==> src/rtl/btn_event_if.sv <==
// Button-event bus: debounced level and tick strobe in, one-cycle event pulses out.
// Plus the FSM state for observation.
interface btn_event_if;
   logic       sample_tick;
   logic       bn_db;
   logic       press_pulse;
   logic       short_pulse;
   logic       long_pulse;
   logic       repeat_pulse;
   logic       release_pulse;
   logic       held;
   logic [1:0] state_dbg;

   // The event outputs are fire-and-forget strobes with no backpressure.
   // The consumer must act on a pulse in the cycle it is high.
   modport master (
      output sample_tick, bn_db,
      input  press_pulse, short_pulse, long_pulse, repeat_pulse, release_pulse,
             held, state_dbg
   );

   modport slave (
      input  sample_tick, bn_db,
      output press_pulse, short_pulse, long_pulse, repeat_pulse, release_pulse,
             held, state_dbg
   );
endinterface

==> src/rtl/btn_event.sv <==
// Turns a debounced button level into press / short / long / repeat / release events.
// Hold times are counted in sample_tick periods.
module btn_event #(
   parameter int LONG_COUNT   = 500,
   parameter int REPEAT_COUNT = 100
) (
   input  logic        clk,
   input  logic        rst,
   btn_event_if.slave  bus
);
   localparam int MAX_COUNT = (LONG_COUNT > REPEAT_COUNT) ? LONG_COUNT : REPEAT_COUNT;
   localparam int CW        = ($clog2(MAX_COUNT) < 2) ? 2 : $clog2(MAX_COUNT);
   localparam logic [CW-1:0] LONG_LAST   = CW'(LONG_COUNT - 1);
   localparam logic [CW-1:0] REPEAT_LAST = CW'(REPEAT_COUNT - 1);

   typedef enum logic [1:0] {
      IDLE   = 2'd0,
      PRESS  = 2'd1,
      REPEAT = 2'd2
   } state_t;

   state_t        state;
   logic [CW-1:0] count;
   logic          bn_prev;
   logic          rise;
   logic          fall;

   assign rise          = bus.bn_db & ~bn_prev;
   assign fall          = ~bus.bn_db & bn_prev;
   assign bus.state_dbg = state;

   // bn_prev resets high so a button held through reset must be released
   // and pressed again before it produces any event.
   always_ff @(posedge clk) begin
      if (rst) begin
         state             <= IDLE;
         count             <= '0;
         bn_prev           <= 1'b1;
         bus.press_pulse   <= 1'b0;
         bus.short_pulse   <= 1'b0;
         bus.long_pulse    <= 1'b0;
         bus.repeat_pulse  <= 1'b0;
         bus.release_pulse <= 1'b0;
         bus.held          <= 1'b0;
      end else begin
         bn_prev           <= bus.bn_db;
         bus.press_pulse   <= 1'b0;
         bus.short_pulse   <= 1'b0;
         bus.long_pulse    <= 1'b0;
         bus.repeat_pulse  <= 1'b0;
         bus.release_pulse <= 1'b0;
         case (state)
            IDLE: begin
               if (rise) begin
                  bus.press_pulse <= 1'b1;
                  bus.held        <= 1'b1;
                  count           <= '0;
                  state           <= PRESS;
               end
            end
            PRESS: begin
               // A fall beats a coincident terminal tick.
               if (fall) begin
                  bus.short_pulse   <= 1'b1;
                  bus.release_pulse <= 1'b1;
                  bus.held          <= 1'b0;
                  state             <= IDLE;
               end else if (bus.sample_tick) begin
                  if (count == LONG_LAST) begin
                     bus.long_pulse <= 1'b1;
                     count          <= '0;
                     state          <= REPEAT;
                  end else begin
                     count <= count + 1'b1;
                  end
               end
            end
            REPEAT: begin
               if (fall) begin
                  bus.release_pulse <= 1'b1;
                  bus.held          <= 1'b0;
                  state             <= IDLE;
               end else if (bus.sample_tick) begin
                  if (count == REPEAT_LAST) begin
                     bus.repeat_pulse <= 1'b1;
                     count            <= '0;
                  end else begin
                     count <= count + 1'b1;
                  end
               end
            end
            default: begin
               bus.held <= 1'b0;
               count    <= '0;
               state    <= IDLE;
            end
         endcase
      end
   end
endmodule

==> src/flat_wrapper.sv <==
// flat-port wrapper written by rule: the top's interface ports become plain ports
module btn_event_flat 
#(
   parameter int LONG_COUNT   = 500,
   parameter int REPEAT_COUNT = 100
)
  (clk, rst, bus_sample_tick, bus_bn_db, bus_press_pulse, bus_short_pulse, bus_long_pulse, bus_repeat_pulse, bus_release_pulse, bus_held, bus_state_dbg);
  btn_event_if bus_i ();
  input  logic clk;
  input  logic rst;
  input wire logic [$bits(bus_i.sample_tick)-1:0] bus_sample_tick;
  input wire logic [$bits(bus_i.bn_db)-1:0] bus_bn_db;
  output wire logic [$bits(bus_i.press_pulse)-1:0] bus_press_pulse;
  output wire logic [$bits(bus_i.short_pulse)-1:0] bus_short_pulse;
  output wire logic [$bits(bus_i.long_pulse)-1:0] bus_long_pulse;
  output wire logic [$bits(bus_i.repeat_pulse)-1:0] bus_repeat_pulse;
  output wire logic [$bits(bus_i.release_pulse)-1:0] bus_release_pulse;
  output wire logic [$bits(bus_i.held)-1:0] bus_held;
  output wire logic [$bits(bus_i.state_dbg)-1:0] bus_state_dbg;
  assign bus_i.sample_tick = bus_sample_tick;
  assign bus_i.bn_db = bus_bn_db;
  assign bus_press_pulse = bus_i.press_pulse;
  assign bus_short_pulse = bus_i.short_pulse;
  assign bus_long_pulse = bus_i.long_pulse;
  assign bus_repeat_pulse = bus_i.repeat_pulse;
  assign bus_release_pulse = bus_i.release_pulse;
  assign bus_held = bus_i.held;
  assign bus_state_dbg = bus_i.state_dbg;
  btn_event #(.LONG_COUNT(LONG_COUNT), .REPEAT_COUNT(REPEAT_COUNT)) u_core (.clk(clk), .rst(rst), .bus(bus_i));
endmodule
==> config.mk <==
export PLATFORM = sky130hd
export DESIGN_NAME = btn_event_flat
export DESIGN_NICKNAME = d
export VERILOG_FILES = /design/src/rtl/btn_event_if.sv /design/src/rtl/btn_event.sv /design/src/flat_wrapper.sv
export SDC_FILE = /design/constraint.sdc
export NUM_CORES = 1
export LEC_CHECK = 0
export CAP_MARGIN = 20
export CORE_MARGIN = 1.5
export CORE_UTILIZATION = 42
export CTS_BUF_LIST = sky130_fd_sc_hd__clkbuf_4 sky130_fd_sc_hd__clkbuf_8
export DETAILED_ROUTE_END_ITERATION = 10
export GPL_TIMING_DRIVEN = 0
export HOLD_SLACK_MARGIN = 0.05
export PLACE_DENSITY_LB_ADDON = 0.05
export SETUP_SLACK_MARGIN = 0.05
export SLEW_MARGIN = 20
export SYNTH_ARGS = -nofsm -noshare
export SYNTH_HDL_FRONTEND = slang
export SYNTH_SLANG_ARGS = --single-unit
==> constraint.sdc <==
create_clock -name clk -period 2.15 [get_ports clk]
set_input_delay 0.43 -clock clk [delete_from_list [all_inputs] [get_ports clk]]
set_output_delay 0.43 -clock clk [all_outputs]
set_load 0.01 [all_outputs]
# After elaboration in Yosys (flattened, before gate mapping)
# Cells that the tools add are included.
word_totals:
  latchBits: 0
  wordCells: 63
  mem_count: 0
  reg_bits: 18
  out_inout_bits: 8
  mem_bits_rw: 0
  mem_bits_ro: 0
op_classes:
  n_eq_ne: 13
  bitwise: 9
  shifts: 0
  order_cmp: 0
  mux: 21
  div_mod_pow: 0
  n_reduce_logical: 10
  multipliers: 0
  n_addsub: 1
op_table:
  columns: ["operator", "count"]
  rows:
  - ["9-bit 2-to-1 mux", 7]
  - ["9-bit one-hot mux with 3 select lines", 1]
  - ["2-bit 2-to-1 mux", 5]
  - ["9-bit by 1-bit adder with 9-bit output, second input constant", 1]
  - ["9-bit by 7-bit == test with 1-bit output, second input constant", 1]
  - ["9-bit == test, second input constant", 1]
  - ["2-bit inequality test, second input constant", 4]
  - ["2-bit OR reduction", 4]
  - ["4-bit OR reduction", 2]
  - ["1-bit NOT", 7]
  - ["1-bit 2-to-1 mux", 6]
  - ["2-bit by 1-bit inequality test with 1-bit output, second input constant", 3]
  - ["2-bit one-hot mux with 3 select lines", 1]
  - ["5-bit AND reduction", 1]
  - ["4-bit AND reduction", 1]
  - ["3-bit by 1-bit inequality test with 1-bit output, second input constant", 1]
  - ["3-bit by 2-bit inequality test with 1-bit output, second input constant", 1]
  - ["1-bit AND", 2]
  - ["2-bit by 1-bit == test with 1-bit output, second input constant", 1]
  - ["2-bit == test, second input constant", 1]
  - ["2-bit logical NOT", 1]
  - ["1-bit one-hot mux with 2 select lines", 1]
  - ["2-bit AND reduction", 1]

# Logic depth before layout (Yosys ltp)
# Gate-level depths: netlist (run 1).
depth:
  ltp_word: 5
  depth_mapped: 8
  depth_no_buf: 7

# Worst setup path before layout (run 1)
# OpenSTA, ideal clock, no wires.
synth_timing:
  path_kind: "reg2reg"
  start: "reg u_core.state[0] (netlist: u_core.bus.state_dbg[0])"
  end: "reg u_core.count[8]"
  arrival_time_ns: 1.727
  t_required_ns: 2.018
  slack_ns: 0.291
  period_less_slack_ns: 1.859
  path_buffers: 1
  path_stages_with_launch: 9
  cell_sequence: "dfxtp_1 inv_1 ha_1 or2_1 a21boi_2 or2_1 buf_2 a22oi_2 a21oi_1"
synth_between:
  elab_chain_cells: 3
synth_lines:
  columns: ["element", "line", "rtl"]
  rows:
  - ["start: declaration", "btn_event.sv:22", "state_t state;"]
  - ["start signal: assignment", "btn_event.sv:36", "state <= IDLE;"]
  - ["start signal: assignment", "btn_event.sv:58", "state <= PRESS;"]
  - ["start signal: assignment", "btn_event.sv:67", "state <= IDLE;"]
  - ["2-bit == test (tied with other cells)", "btn_event.sv:52", "case (state)"]
  - ["2-bit inequality test (no source line) / 2-bit by 1-bit inequality test with 1-bit output (equally long branches)", null, null]
  - ["5-bit AND reduction (no source line)", null, null]
  - ["end signal: assignment", "btn_event.sv:74", "count <= count + 1'b1;"]
  - ["end signal: assignment", "btn_event.sv:88", "count <= count + 1'b1;"]
  - ["end: declaration", "btn_event.sv:23", "logic [CW-1:0] count;"]
# Parallel ways exist; a longest one is shown, timed or not.
# A chain may end at the register's enable or synchronous reset.

# Worst setup path in the final report (run 1)
layout_timing:
  start: "reg u_core.state[1] (netlist: u_core.bus.state_dbg[1])"
  end: "reg u_core.count[8]"
# The elaborated chain is that of the path after synthesis.

==> qor.txt, run 1 <==
via count - 847
Syn Nets - 122
worst relative slew slack - 67.0%
CP max FO - 8
largest net degree at the start of global routing - 11
Root Buffer - clkbuf_4
# rows - 17
Worst Setup End Kind - flip-flop
worst reg2reg path depth - 8
antenna violations before repair - 0
post-route ant nets - 0
dpl hpwl - 1480 um
nets@finish - 138
RSZ-0062 raised after global routing - false
top cells by area, synth - dfxtp_1 37%, nand3_1 6.2%, ha_1 5.1%
Clock Path Buffers - 2
Final min period - 1950 ps
post-cts repair resize count - 0
H-tree Lvls - 1
Fmax achieved - 513 MHz
top_reg_cell synth - dfxtp_1
Worst setup SP type - flip-flop
reg-to-reg startpoint - u_core.bus.state_dbg[1]
Worst Hold Depth - 2
clock slew at reported path FFs - 110 ps
mean area per synthesized cell - 8.53 um2
Die Ht - 51.1 um
hold_ws - 481 ps
P&R area growth vs syn - 18.8%
hold path startpoint - u_core.count[1]
top cell type's share of synthesized area - 37.1%
sequential fraction of the synthesis area - 37.1%
cts hold-fix bufs - 0
Slew @ Worst Pin - 495 ps
Final Hold Viols - 0
WL per Instance - 13.1 um
Setup violations, final - 0
number of synthesized flops with an enable pin - 0
vias in the first global route - 844
outcome - completed
ys async rst share - 0%
IO Pins - 12
clock sink count - 18
CTS tree - done
drt first pass iters - 4
Final Total Pwr - 860 uW
mapped cell area - 972 um2
worst hold path class - reg -> reg
Max Clock Skew - 5.09 ps
Inserted Diodes - 0
largest area contributor in the netlist - dfxtp_1
gate count after technology mapping - 114
critical path type - reg -> reg
grt total ovfl - 0
port bufs - 11
max-slew violations - 0
share of cells above drive strength 1 - 10.9%
CP required - 2330 ps
reg2reg setup slack - 200 ps
Clk Latency, worst-skew pair - 300 ps
Tot GR Track Use - 18.2%
GP Congestion - 0.825
Detailed Route WL - 2060 um
Core ar. - 2190 um2
Num CTS Buffers - 3
Die Wd - 51.1 um
synth warn - 0
full die area - 2610 um2
first-pass GRT wire length - 3590 um
starting density of the core - 44.4%
Netlist cell types - 35
max_cap viols - 0
Power per Cell Area - 745 nW/um2
Min-Delay Endpoint - u_core.count[1]
number of synthesized register bits - 18
Static Leak - 0.000412 uW
drt drc - 0
CP Data Arrival Time - 2120 ps
Post-CTS Setup Inserts - 0
fin crit share - 90.6%
DRT iter0 DRCs - 7
worst vdd ir - 363 uV
Vias/cell - 5.39
RR Endpoint - u_core.count[8]
## power by group
group	total, uW	internal (uW)	switching (uW)	leakage [uW]
clock network	220	103	116	0.0000210
logic	275	115	160	0.000245
registers	365	351	14.1	0.000146
## per-layer routing
layer | up-vias | track usage [%] | wire length [um]
met4 | 0 | 8.11 | 36
met1 | 389 | 23.6 | 1080
met3 | 5 | 2.63 | 52
li1 | 440 | - | -
met5 | - | 0 | 0
met2 | 13 | 29.7 | 890
## sequential cells by signal, indices dropped and copies added, names as in the netlist
register,count
u_core.bus.state_dbg,2
u_core.bus.release_pulse,1
u_core.bus.press_pulse,1
u_core.count,9
u_core.bus.long_pulse,1
u_core.bus.short_pulse,1
u_core.bn_prev,1
u_core.bus.repeat_pulse,1
u_core.bus.held,1
## critical path, stage by stage (launching register included)
cell and delay [ps]:
dfxtp_1 400, inv_1 80, ha_1 240, or2_1 260, a21boi_2 190, or2_1 210
buf_2 180, a22oi_2 180, a21oi_1 80
## layout make-up
class	instances	area, um2
Fill cell	220	1040
Multi-Input combinational cell	88	554
Sequential cell	18	362
Timing Repair Buffer	11	110
Buffer	5	46.3
Clock buffer	4	36.3
Tap cell	28	35.0
Inverter	3	11.3
## cells in the final DEF, fill, tap and decap left out, types with 2 or more instances in the layout
master,instances
a21oi_1,8
a31oi_1,4
and2_1,4
and3_1,3
buf_6,2
clkbuf_4,3
clkdlybuf4s50_1,11
dfxtp_1,17
ha_1,4
inv_1,3
nand2_1,10
nand2b_1,2
nand3_1,12
nand3b_1,3
nand4_1,3
nor2_1,8
nor3b_1,2
nor4_1,5
o21ai_0,2
or2_1,3
xnor2_1,2
## logic make-up (layout without fill, tap and decap cells)
| kind of cell | after synthesis | count (layout) | synth area share, % |
|---|---|---|---|
| and+or+nand+nor | 62 | 62 | 36.0 |
| AOI/OAI and AO/OA | 20 | 20 | 14.0 |
| DFF | 18 | 18 | 37.1 |
| buffers and inverters | 8 | 23 | 5.92 |
| adders and majority gates | 4 | 4 | 5.15 |
| xor gates and xnor gates | 2 | 2 | 1.80 |
## Yosys cell counts (all sizes together) (3+ instances only)
master	count
a21oi	8
and3	3
nand2	10
or2	3
dfxtp	18
nand3b	3
nand3	12
nor2	9
and2	4
inv	3
buf	4
nand4	3
nor4	5
ha	4
a31oi	4
## stage by stage
stage / cells / cell area, um2 / worst slack [ps] / TNS (ps) / util (%)
after detailed placement: 153 / 1120 / -18.9 / -18.9 / 51.0
after CTS: 157 / 1150 / 183 / 0 / 52.7
final: 157 / 1150 / 202 / 0 / 52.7
after floorplan: 114 / 972 / 291 / 0 / -
after global placement: 153 / 1120 / 22.8 / 0 / 51.0
after global routing: 157 / 1150 / 74.1 / 0 / 52.7
## worst max-delay path by stage
stage                            start              end  slack [ps]  cells past startpoint
6_report       u_core.bus.state_dbg[1]  u_core.count[8]         200                      8
5_1_grt        u_core.bus.state_dbg[1]  u_core.count[8]          70                      8
4_1_cts        u_core.bus.state_dbg[0]  u_core.count[8]         180                      8
3_5_place_dp                 bus_bn_db  u_core.count[8]         -20                      7
3_3_place_gp                 bus_bn_db  u_core.count[8]          20                      7
2_1_floorplan  u_core.bus.state_dbg[0]  u_core.count[8]         290                      8
Note: power is estimated with default switching activity, not from simulation.
==> run 2: changes to the inputs <==
- CORE_UTILIZATION: 42 -> 53
==> run 2 against run 1 <==
Against the previous run: clock skew barely moved; critical endpoint unchanged; sequential power barely moved; maximum frequency rose by 1.5%.
==> qor.txt, run 2 (same netlist as run 1, synthesis figures left out) <==
first-pass GRT wire length - 3130 um
nets@finish - 138
Max Clock Skew - 4.62 ps
worst vdd ir - 620 uV
port bufs - 11
DRT iter0 DRCs - 15
# rows - 15
CTS tree - done
commonest non-fill, non-tap cell in the layout - dfxtp_1
setup_tns - 0 ps
Setup violations, final - 0
dpl hpwl - 1460 um
via count - 882
RSZ-0062 raised after global routing - false
worst relative slew slack - 65.9%
Vias/cell - 5.73
critical path cell sequence - inv_1 > ha_1 > or2_1 > a21boi_2 > or2_1 > buf_2 > a22oi_2 > a21oi_1
fin crit share - 89.3%
max_cap viols - 0
Tot GR Track Use - 20.8%
drt first pass iters - 4
RR Endpoint - u_core.count[8]
Clock Path Buffers - 2
full die area - 2100 um2
max reg flops - 9
CP max FO - 8
max-slew violations - 0
worst hold path class - reg -> reg
clock sink count - 18
P&R area growth vs syn - 18.4%
Num CTS Buffers - 3
vias in the first global route - 703
Root Buffer - clkbuf_4
Worst Hold Depth - 2
Power per Cell Area - 743 nW/um2
most frequent cells in the layout - 17 x dfxtp_1, 12 x nand3_1, 11 x clkdlybuf4s50_1, 10 x nand2_1
CP required - 2330 ps
Detailed Route WL - 2010 um
Worst setup SP type - flip-flop
IO Pins - 12
CP most frequent cell - or2_1
cts hold-fix bufs - 0
hold path startpoint - u_core.count[1]
Die Ht - 45.8 um
Clk Latency, worst-skew pair - 300 ps
starting density of the core - 56.3%
worst reg2reg path depth - 8
Worst Setup End Kind - flip-flop
Die Wd - 45.8 um
Area after DPL - 1110 um2
GP Congestion - 0.770
Max stage delay on crit path - 390 ps
grt total ovfl - 0
final instance area - 1150 um2
Static Leak - 0.000412 uW
Final min period - 1920 ps
Core ar. - 1730 um2
slowest CP cell - dfxtp_1
critical path type - reg -> reg
Slew @ Worst Pin - 511 ps
drt drc - 0
WL per Instance - 13.1 um
share of cells above drive strength 1 - 10.9%
Final Hold Viols - 0
Inserted Diodes - 0
Min-Delay Endpoint - u_core.count[1]
reg2reg setup slack - 230 ps
antenna violations before repair - 0
fillcell total - 147
clock slew at reported path FFs - 110 ps
outcome - completed
H-tree Lvls - 1
post-route ant nets - 0
CP Data Arrival Time - 2100 ps
Fmax achieved - 521 MHz
Reg with most FFs - u_core.count
reg-to-reg startpoint - u_core.bus.state_dbg[1]
largest net degree at the start of global routing - 11
[run 2: per-layer routing]
metal	part of all wire, %	track usage [%]	wire length [um]	up-vias
met3	2.9	3.57	59	6
met5	0	0	0	-
met4	1.4	8.57	28	0
li1	-	-	-	442
met1	48	27.8	974	416
met2	47	33.0	950	18
[run 2: critical path: cells and delay by family, from the launching register on]
kind	cells	cell delay, ps
compound gates	3	460
fa+ha+maj	1	250
simple gates	2	460
buf+inv	2	240
flops	1	390
[run 2: cell type report]
cell class              instances  area (um2)  area share, %
plain buffers                   5        46.3           4.02
clock buffers                   4        36.3           3.15
inverters                       3        11.3          0.978
multi-input cells              88         554           48.2
flip-flops and latches         18         362           31.4
well taps                      25        31.3           2.72
repair buffers                 11         110           9.57
[run 2: what timing repair did]
item | 4_1_cts | 5_1_grt
endpoints found under the setup margin | 0 | 1
buffers inserted | 0 | 0
gates resized for setup | 0 | 1
[run 2: worst max-delay path by stage]
stage	depth (start not counted)	startpoint	end	slack [ps]
after floorplan	8	u_core.bus.state_dbg[0]	u_core.count[8]	290
after global routing	8	u_core.bus.state_dbg[0]	u_core.count[8]	110
after global placement	7	bus_bn_db	u_core.count[8]	50
after detailed placement	7	bus_bn_db	u_core.count[8]	20
after CTS	8	u_core.bus.state_dbg[0]	u_core.count[8]	190
final	8	u_core.bus.state_dbg[1]	u_core.count[8]	230
[run 2: metrics by stage]
step | std cells | setup slack (ps) | power [uW] | util (%) | hold WS, ps
floorplan | 114 | 291 | 560 | - | 449
global placement | 150 | 48.1 | 643 | 64.5 | 458
detailed placement | 150 | 24.2 | 646 | 64.5 | 474
CTS | 154 | 191 | 857 | 66.6 | 491
global route | 154 | 106 | 907 | 66.7 | 528
finish | 154 | 231 | 855 | 66.7 | 486
[run 2: where the power goes]
part,internal (uW),switching (uW)
clock,103,110
sequential,351,13.5
combinational,116,161
total,570,284
==> run 3: changes to the inputs <==
- CORE_UTILIZATION: 53 -> 51
- clock period: 2.15 -> 1.6 ns (I/O delays scaled with it)
==> run 3 against run 2 <==
Against the previous run: the flow now finishes with violations (negative setup slack); utilization up 12 points; combinational power rose by 120%; cell count increased by 7.8%; sequential share of layout area shrank 4.7 points; global-route usage is 2.5 points higher; worst setup slack got worse by 400 ps; non-clock buffer count rose by 12; worst hold slack improved by 6.9 ps; critical path depth down 1; die area increased by 3.7%.
==> qor.txt, run 3 (same netlist as run 1, synthesis figures left out) <==
Reg with most FFs - u_core.count
antenna violations before repair - 0
Root Buffer - clkbuf_4
# rows - 15
commonest non-fill, non-tap cell in the layout - dfxtp_1
H-tree Lvls - 1
full die area - 2180 um2
largest net degree at the start of global routing - 11
starting density of the core - 55.1%
outcome - complete, but fails checks
hold_ws - 493 ps
max_cap viols - 0
Met1 Routed Length - 1180 um
Slew @ Worst Pin - 528 ps
Worst setup SP type - flip-flop
Tot GR Track Use - 23.4%
critical path type - reg -> reg
clock slew at reported path FFs - 100 ps
failing checks - negative setup slack
port bufs - 11
RSZ-0062 raised after global routing - true
final instance area - 1390 um2
IO Pins - 12
worst reg2reg path depth - 7
CTS tree - done
Vias/cell - 5.80
Clock Path Buffers - 2
Worst Setup End Kind - flip-flop
worst hold path class - reg -> reg
share of cells above drive strength 1 - 33.3%
most frequent cells in the layout - 14 x dfxtp_1, 9 x nand2_1, 9 x buf_4, 8 x nand3_1, 8 x nor2_1
vias in the first global route - 801
Inserted Diodes - 0
max layer used - met4
Num CTS Buffers - 3
max-slew violations - 0
Area after DPL - 1160 um2
fin crit share - 111%
Power per Cell Area - 988 nW/um2
DRT iter0 DRCs - 42
reg-to-reg startpoint - u_core.count[3]
clock sink count - 18
post-route ant nets - 0
worst relative slew slack - 64.8%
met3 routed WL - 107 um
Setup violations, final - 9
RR Endpoint - u_core.count[8]
Detailed Route WL - 2490 um
CP max FO - 9
Clk Latency, worst-skew pair - 300 ps
hold path startpoint - u_core.count[1]
dpl hpwl - 1500 um
reg2reg setup slack - -170 ps
drt first pass iters - 4
pre-CTS setup slack - -389 ps
slack of the critical path - -168 ps
GP Congestion - 0.794
Max Clock Skew - 3.43 ps
CP Data Arrival Time - 1940 ps
P&R area growth vs syn - 42.5%
via count - 963
fillcell total - 130
origin of the worst setup path - u_core.count[3]
grt total ovfl - 0
WL per Instance - 15.0 um
Final Hold Viols - 0
setup_tns - -1230 ps
Worst Setup EP - u_core.count[8]
CP required - 1770 ps
nets@finish - 150
Core ar. - 1760 um2
max reg flops - 9
Static Leak - 0.000524 uW
cts hold-fix bufs - 0
Die Ht - 46.7 um
Final min period - 1770 ps
final core occ - 78.5%
Die Wd - 46.7 um
first-pass GRT wire length - 3520 um
worst vdd ir - 769 uV
Fmax achieved - 565 MHz
Routed met2 length - 1160 um
drt drc - 0
[run 3: changes by cell type in the layout (fill, tap and decap cells not counted), sizes merged]
cell,delta
buf,+12
clkdlybuf4s50,-4
dlygate4sd2,+2
dlymetal6s2s,+2
[run 3: worst min-delay path by stage]
stage                                         end  cells past startpoint  slack [ps]
after floorplan           u_core.bus.state_dbg[1]                      1         390
after global placement            u_core.count[1]                      2         460
after detailed placement          u_core.count[1]                      2         470
after CTS                         u_core.count[0]                      2         480
after global routing              u_core.bus.held                      2         510
final                             u_core.count[1]                      2         490
[run 3: layer usage]
metal,vias to the layer above,track usage (%)
li1,465,-
met2,32,34.7
met5,-,0
met4,0,12.2
met1,460,31.6
met3,6,4.71
[run 3: layout make-up]
cell class	instances	area (um2)	share of cell area [%]
multi-input combinational	88	671	48.4
sequential	18	370	26.7
buffer	5	52.6	3.79
clock buffer	4	30.0	2.17
timing repair buffer	23	214	15.4
tap	25	31.3	2.26
inverter	3	16.3	1.17
[run 3: worst max-delay path, stage by stage (launching register included)]
cell and delay [ps]:
dfxtp_1 320, buf_6 130, nor4_1 350, nand4_1 180, a32o_2 340, buf_6 140, a22oi_2 130, a21oi_2 70
[run 3: metrics by stage]
stage | instances | total power, uW
after floorplan | 114 | 812
after global placement | 150 | 927
after detailed placement | 150 | 929
after CTS | 160 | 1280
after global routing | 166 | 1430
final | 166 | 1370
[run 3: where the power goes]
group / switching, uW / total [uW] / internal, uW / leakage (uW)
registers: 31.8 / 509 / 478 / 0.000148
logic: 289 / 604 / 315 / 0.000357
clock network: 141 / 255 / 114 / 0.0000184
[run 3: repair_timing]
| action | in CTS | in global routing |
|---|---|---|
| gates resized for setup | 12 | 16 |
| gates cloned | 0 | 1 |
| buffers inserted | 6 | 5 |
| endpoints found under the setup margin | 13 | 13 |
| pin swaps | 10 | 10 |
